--- config.mk ---
export PLATFORM = sky130hd
export DESIGN_NAME = sync_fifo_flex
export DESIGN_NICKNAME = d
export VERILOG_FILES = /design/src/rtl/sync_fifo_flex.sv
export SDC_FILE = /design/constraint.sdc
export NUM_CORES = 1
export LEC_CHECK = 0
export BUFFER_PORTS_ARGS = -buffer_cell sky130_fd_sc_hd__buf_2
export CAP_MARGIN = 10
export CORE_UTILIZATION = 53
export DETAILED_ROUTE_END_ITERATION = 7
export HOLD_SLACK_MARGIN = 0.15
export PLACE_DENSITY = 0.71
export RECOVER_POWER = 25
export SLEW_MARGIN = 20
export SYNTH_ARGS = -nofsm -noshare
export SYNTH_HDL_FRONTEND = slang
export SYNTH_SLANG_ARGS = --single-unit
--- constraint.sdc ---
create_clock -name clk -period 4.4 [get_ports clk]
set_input_delay 0.66 -clock clk [delete_from_list [all_inputs] [get_ports clk]]
set_output_delay 0.66 -clock clk [all_outputs]
set_load 0.03 [all_outputs]
--- src/rtl/sync_fifo_flex.sv ---
// ---------------------------------------------------------------------------
// sync_fifo_flex
// Single-clock FIFO with any depth of 2 or more (not limited to powers of
// two). The read mode is selectable: registered read or first-word-fall-through.
// The almost-full and almost-empty thresholds are set by parameters. Sticky
// overflow and underflow flags record misuse.
//
// Ports
//   clk          : clock, rising edge
//   rst_n        : asynchronous active-low reset
//   flush        : synchronous clear of contents and error flags (beats push/pop)
//   push/data_in : write request and write data
//   pop          : read request
//   data_out     : read data (FWFT=0: valid 1 cycle after pop; FWFT=1: head word)
//   full/empty   : level == DEPTH / level == 0
//   almost_full  : level >= AF_THRESH
//   almost_empty : level <= AE_THRESH
//   level        : current occupancy
//   overflow     : sticky, a push was refused because the FIFO was full
//   underflow    : sticky, a pop was attempted while the FIFO was empty
// ---------------------------------------------------------------------------
module sync_fifo_flex #(
    parameter int WIDTH     = 8,
    parameter int DEPTH     = 16,
    parameter int FWFT      = 0,
    parameter int AF_THRESH = DEPTH - 1,
    parameter int AE_THRESH = 1
) (
    input  logic                       clk,
    input  logic                       rst_n,
    input  logic                       flush,
    input  logic                       push,
    input  logic [WIDTH-1:0]           data_in,
    output logic                       full,
    output logic                       almost_full,
    input  logic                       pop,
    output logic [WIDTH-1:0]           data_out,
    output logic                       empty,
    output logic                       almost_empty,
    output logic [$clog2(DEPTH+1)-1:0] level,
    output logic                       overflow,
    output logic                       underflow
);

    localparam int LW = $clog2(DEPTH + 1);
    localparam int PW = (DEPTH > 1) ? $clog2(DEPTH) : 1;

    localparam logic [PW-1:0] PTR_LAST = PW'(DEPTH - 1);
    localparam logic [LW-1:0] LVL_FULL = LW'(DEPTH);
    localparam logic [LW-1:0] AF_LVL   = LW'(AF_THRESH);
    localparam logic [LW-1:0] AE_LVL   = LW'(AE_THRESH);

    logic [WIDTH-1:0] mem [DEPTH];

    logic [PW-1:0] rd_ptr_reg;
    logic [PW-1:0] wr_ptr_reg;
    logic [LW-1:0] level_reg;
    logic          overflow_reg;
    logic          underflow_reg;

    logic pop_acc;
    logic wr_en;
    logic rd_fire;
    logic wr_fire;

    // Explicit compare-and-clear wrap, so the depth does not have to be a
    // power of two.
    function automatic logic [PW-1:0] ptr_inc(input logic [PW-1:0] p);
        return (p == PTR_LAST) ? '0 : p + PW'(1);
    endfunction

    // The status flags decode directly from the level register.
    assign full         = (level_reg == LVL_FULL);
    assign empty        = (level_reg == '0);
    assign almost_full  = (level_reg >= AF_LVL);
    assign almost_empty = (level_reg <= AE_LVL);
    assign level        = level_reg;
    assign overflow     = overflow_reg;
    assign underflow    = underflow_reg;

    // A pop in the same cycle frees a slot, so a push into a full FIFO
    // still lands. A pop into an empty FIFO is never accepted, even when a
    // push arrives in the same cycle.
    always_comb begin
        pop_acc = pop & ~empty;
        wr_en   = push & (~full | pop_acc);
        rd_fire = pop_acc & ~flush;
        wr_fire = wr_en & ~flush;
    end

    always_ff @(posedge clk or negedge rst_n) begin
        if (!rst_n) begin
            rd_ptr_reg    <= '0;
            wr_ptr_reg    <= '0;
            level_reg     <= '0;
            overflow_reg  <= 1'b0;
            underflow_reg <= 1'b0;
        end else if (flush) begin
            rd_ptr_reg    <= '0;
            wr_ptr_reg    <= '0;
            level_reg     <= '0;
            overflow_reg  <= 1'b0;
            underflow_reg <= 1'b0;
        end else begin
            if (wr_fire) begin
                wr_ptr_reg <= ptr_inc(wr_ptr_reg);
            end
            if (rd_fire) begin
                rd_ptr_reg <= ptr_inc(rd_ptr_reg);
            end
            if (wr_fire && !rd_fire) begin
                level_reg <= level_reg + LW'(1);
            end else if (rd_fire && !wr_fire) begin
                level_reg <= level_reg - LW'(1);
            end
            if (push && !wr_en) begin
                overflow_reg <= 1'b1;
            end
            if (pop && empty) begin
                underflow_reg <= 1'b1;
            end
        end
    end

    // Storage has no reset. The empty flag hides any stale contents.
    always_ff @(posedge clk) begin
        if (wr_fire) begin
            mem[wr_ptr_reg] <= data_in;
        end
    end

    generate
        if (FWFT != 0) begin : g_fwft
            // The head word is visible without a read request. The output is
            // forced to zero while empty so stale storage never leaks out.
            assign data_out = empty ? '0 : mem[rd_ptr_reg];
        end else begin : g_registered
            logic [WIDTH-1:0] dout_reg;

            // When the FIFO is full, a simultaneous push writes the same
            // slot being read. The read returns the old word, which is the
            // correct FIFO order.
            always_ff @(posedge clk or negedge rst_n) begin
                if (!rst_n) begin
                    dout_reg <= '0;
                end else if (flush) begin
                    dout_reg <= '0;
                end else if (rd_fire) begin
                    dout_reg <= mem[rd_ptr_reg];
                end
            end

            assign data_out = dout_reg;
        end
    endgenerate

endmodule

Yosys cells after proc, flatten, opt, wreduce, memory -nomap -nowiden. Memories as Yosys holds them, arrays and structs flattened. Index checks and enable logic that the tools add are counted.

Reduce and logical (&&, ||, !) cells: 13. Mux-type cells: 17. $lt $le $gt $ge: 2. Add/subtract/negate cells: 4. Eq/ne operators: 3. Bitwise gates (word level): 8.

Operators by type and width (number): 2-to-1 mux 4 bit (6); 2-to-1 mux 8 bit (2); 2-to-1 mux 5 bit (3); adder 4 x 1 -> 4 bit, second input constant (2); == test 4 bit, second input constant (2); nonzero test 2 bit (4); 2-to-1 mux 1 bit (6); adder 5 x 1 -> 5 bit, second input constant (1); == test 5 bit, second input constant (1); greater-or-equal comparator 5 x 4 -> 1 bit, second input constant (1); less-or-equal comparator 5 x 1 -> 1 bit, second input constant (1); zero test 5 bit (1); subtractor 5 x 1 -> 5 bit, second input constant (1); bitwise AND 1 bit (4); logical AND 1 bit (4); zero test 1 bit (3); NOT 1 bit (3); nonzero test 3 bit (1); OR 1 bit (1).

Bits in registers: 23. Memories kept: 1. Memory bits (writable): 128. Logic and storage cells: 54. Bits of input ports: 13. Output and inout bits: 19.

Memory list: mem (words 16, bits a word 8, rd ports 1, clocked after memory_dff 0, write ports 1, RTL line 53) `logic [WIDTH-1:0] mem [DEPTH];`.

Depth between registers and ports, before layout.
Word-level depth: 11. Gate-level depth with buffers: 8.

Least setup slack after synthesis. OpenSTA, ideal clock, no wires.

Kind: reg-to-reg. From: register level_reg[0] (netlist: level[0]). To: memory mem[3][0] (enable). Buffers on the path: 0. Data required time: 4.017 ns. Clock period less this slack: 2.612 ns. Cell stages (with the launch flop): 7. Library setup time: 0.383 ns. Setup slack: 1.788 ns. Data arrival time: 2.228 ns. Cells stage by stage: dfrtp_1 > inv_1 > ha_1 > nor3b_1 > a211oi_1 > nand2_1 > nor3_1.

Word-level cells in the longest chain between the ends: 8. Elaborated cells between the ends (all ways): 10.

Ends and longest elaborated chain: from (decl) (RTL line 57) `logic [LW-1:0] level_reg;`; from (signal assigned) (RTL line 112) `level_reg <= level_reg + LW'(1);`; from (signal assigned) (RTL line 114) `level_reg <= level_reg - LW'(1);`; zero test 5 bit (RTL line 74) `assign empty = (level_reg == '0);`; NOT 1 bit (RTL line 85) `pop_acc = pop & ~empty;`; bitwise AND 1 bit (RTL line 85); OR 1 bit (*) (RTL line 86) `wr_en = push & (~full | pop_acc);`; bitwise AND 1 bit (*) (RTL line 86); bitwise AND 1 bit (*) (RTL line 88) `wr_fire = wr_en & ~flush;`; 2-to-1 mux 1 bit (*) (RTL line 127) `if (wr_fire) begin`; 2-to-1 mux 1 bit (implied by the code) (*) (RTL line 128) `mem[wr_ptr_reg] <= data_in;`; to (decl) (RTL line 53).

Every way passes the cells marked *; elsewhere a longest branch is shown, timed or not.

Worst setup path after layout.
From: register level_reg[1] (netlist: level[1]). To: output full.

Word-level cells in the longest chain between the ends: 1.

Ends and longest elaborated chain: == test 5 bit (RTL line 73) `assign full = (level_reg == LVL_FULL);`; to (decl) (RTL line 34) `output logic full,`.

No other way between the ends.

==> results_dict.tcl <==
set metrics [dict create \
    die_area_sq_mm 0.0124 \
    crit_arrival_ns 2.26 \
    p_leak_uw 0.00239 \
    routedWlPerCell_um 22.8 \
    clock_latency_ns 0.42 \
    drive_above_1_share 0.238 \
    rows 39 \
    synth.largest_area_cell "edfxtp_1" \
    slew_violations 0 \
    first_iter_violations 359 \
    synth_top_cells_by_area "edfxtp_1, mux4_2, dfrtp_1, mux2i_1, ha_1" \
    yosys_warnings 0 \
    dieHeight_um 111 \
    max_freq_ghz 0.342 \
    path_clk_slew_ns 0.06 \
    ys_seq_area_frac 0.700 \
    yosysMostFrequentCell "edfxtp_1" \
    grt_max_degree 31 \
    globalplace.congestion 0.841 \
    antenna_left 0 \
    post-route-min-period_ns 2.92 \
    grt_remaining_overflow 0 \
    powerDensity_mw_per_mm2 552 \
    vias 3354 \
    ys.flop_type "edfxtp_1" \
    synth_cells 363 \
    nets 421 \
    cts_tree "done" \
    multi_input_area_sq_mm 0.00176 \
    dpl.hpwl_mm 8.53 \
    grt_util_all_layers 0.229 \
    finalHoldViolations 0 \
    cts-htree-levels 4 \
    status "complete, but fails checks" \
    placed_cell_area_sq_mm 0.00659 \
    antenna_found_initial 0 \
    clockBufferDepth 2 \
    core_area_sq_mm 0.0115 \
    cts.repair.resized 0 \
    crit_fanout 10 \
    grt_pass1_wl_mm 20.1 \
    ys_async_sr_fraction 0.152 \
    relSlewSlack 0.185 \
    cts.sinks 151 \
    cp.required_ns 3.74 \
    seq_area_sq_mm 0.00442 \
    worstMarginPinSlew_ns 1.22 \
    fin_area_sq_mm 0.00714 \
    ir_worst_vdd_uv 250 \
    worstSetupEndpointType "primary output" \
    finClkSkew_ns 0.00846 \
    synth_nets 386 \
    ys_top_cells_by_count "edfxtp_1, mux4_2, dfrtp_1, nor2_1, mux2i_1" \
    synth.top_cell.area_share 0.609 \
    drt_first_pass_iters 7 \
    ys_seq_elements 151 \
    grt_pass1_vias 3417 \
    initial_core_util 0.548 \
    io_pins 32 \
    rsz0062_at_grt "false" \
    io_buffers 31 \
    routed_wirelength_mm 12.6 \
    syn_area_per_cell_sq_um 17.4 \
    fillers 821 \
    post_cts_buffers 0 \
    ctsHoldBuffers 0 \
    drv_cap 0 \
    dieWidth_um 111 \
    syn_to_final_growth_pct 13.0 \
    largest_reg_flops 128 \
    finalSetupTns_ns 0 \
    drc_errors 8 \
    cts-root-buf "clkbuf_16" \
    violations "design-rule violations" \
    n_antenna_cell 0 \
    syn-cell-area_sq_mm 0.00632 \
    numCtsBuffers 17 \
    startpoint_type "register" \
    synth_edf_count 128 \
    period_share 0.664 \
    setup_viol 0 \
    path_class "reg -> out" \
    synthDistinctLibCells 45 \
    hold_path_class "in -> async" \
    vias_per_cell 6.05 \
]
layout make-up:
class	count	share of cell area
Timing Repair Buffer	37	0.0270
Clock inverter	14	0.0175
Multi-Input combinational cell	182	0.246
Inverter	9	0.00473
Clock buffer	18	0.0601
Tap cell	143	0.0251
Sequential cell	151	0.619
through the flow:
step                      total power [uW]  instances  hold slack, ns  utilization  setup WS, ns
final                                 3940        554           0.470        0.620          1.48
after global routing                  4090        554           0.544        0.620          1.35
after CTS                             3960        554           0.209        0.621          1.48
after detailed placement              2620        522           0.490        0.572          1.67
after global placement                2610        522           0.488        0.572          1.69
after floorplan                       2400        363           0.364            -          1.79
critical path, stage by stage, from the launching register on:
cell,delay (ns)
dfrtp_1,0.45
inv_1,0.14
ha_1,0.21
or3b_1,0.55
nor2_1,0.24
buf_2,0.24
metal layers:
metal / global-route usage / vias to the layer above / share of wire
met5: 0 / - / 0
met4: 0.0847 / 0 / 0.014
met3: 0.0612 / 16 / 0.051
met2: 0.348 / 115 / 0.48
met1: 0.319 / 1707 / 0.45
li1: - / 1516 / -
cells by family after synthesis:
logic type | share of synthesized area
flops | 0.700
compound gates | 0.0483
xor+xnor | 0.00416
fa+ha+maj | 0.0198
buf+inv | 0.0220
simple gates | 0.0616
mux | 0.144
placed cells by master, fill, tap and decap left out, types with 3 or more instances in the layout:
cell,Yosys,final
edfxtp_1,128,128
mux4_2,32,32
buf_2,9,25
nor2_1,23,23
dfrtp_1,23,21
mux2i_1,18,18
nand2_1,17,17
clkbuf_16,0,17
a21oi_1,11,11
ha_1,10,10
inv_1,9,9
o221ai_1,9,9
nand3b_1,9,9
clkbuf_1,6,7
buf_4,2,6
nor3_1,5,5
or3_1,5,5
clkinv_4,0,5
a211oi_1,4,4
nand2b_1,4,4
nor2b_1,3,3
o21ai_0,3,3
inv_6,0,3
power breakdown:
group	total, uW	leakage (uW)	switching, uW	internal (uW)
Clock	1350	0.000270	573	780
Sequential	1760	0.00146	141	1620
Combinational	831	0.000659	477	354
Total	3940	0.00239	1190	2750
worst paths after layout:
path | start | end | slack, ns | cells after the start
max reg2reg | level[0] | mem[8][6] | 1.62 | 6
min in group clk | underflow | underflow | 0.51 | 2
min reg2reg | underflow | underflow | 0.51 | 2
max in group asynchronous | rst_n | rd_ptr_reg[0] | 3.11 | 1
max | level[1] | full | 1.48 | 5
min | rst_n | level[0] | 0.47 | 1
(Power assumes the default switching activity.)
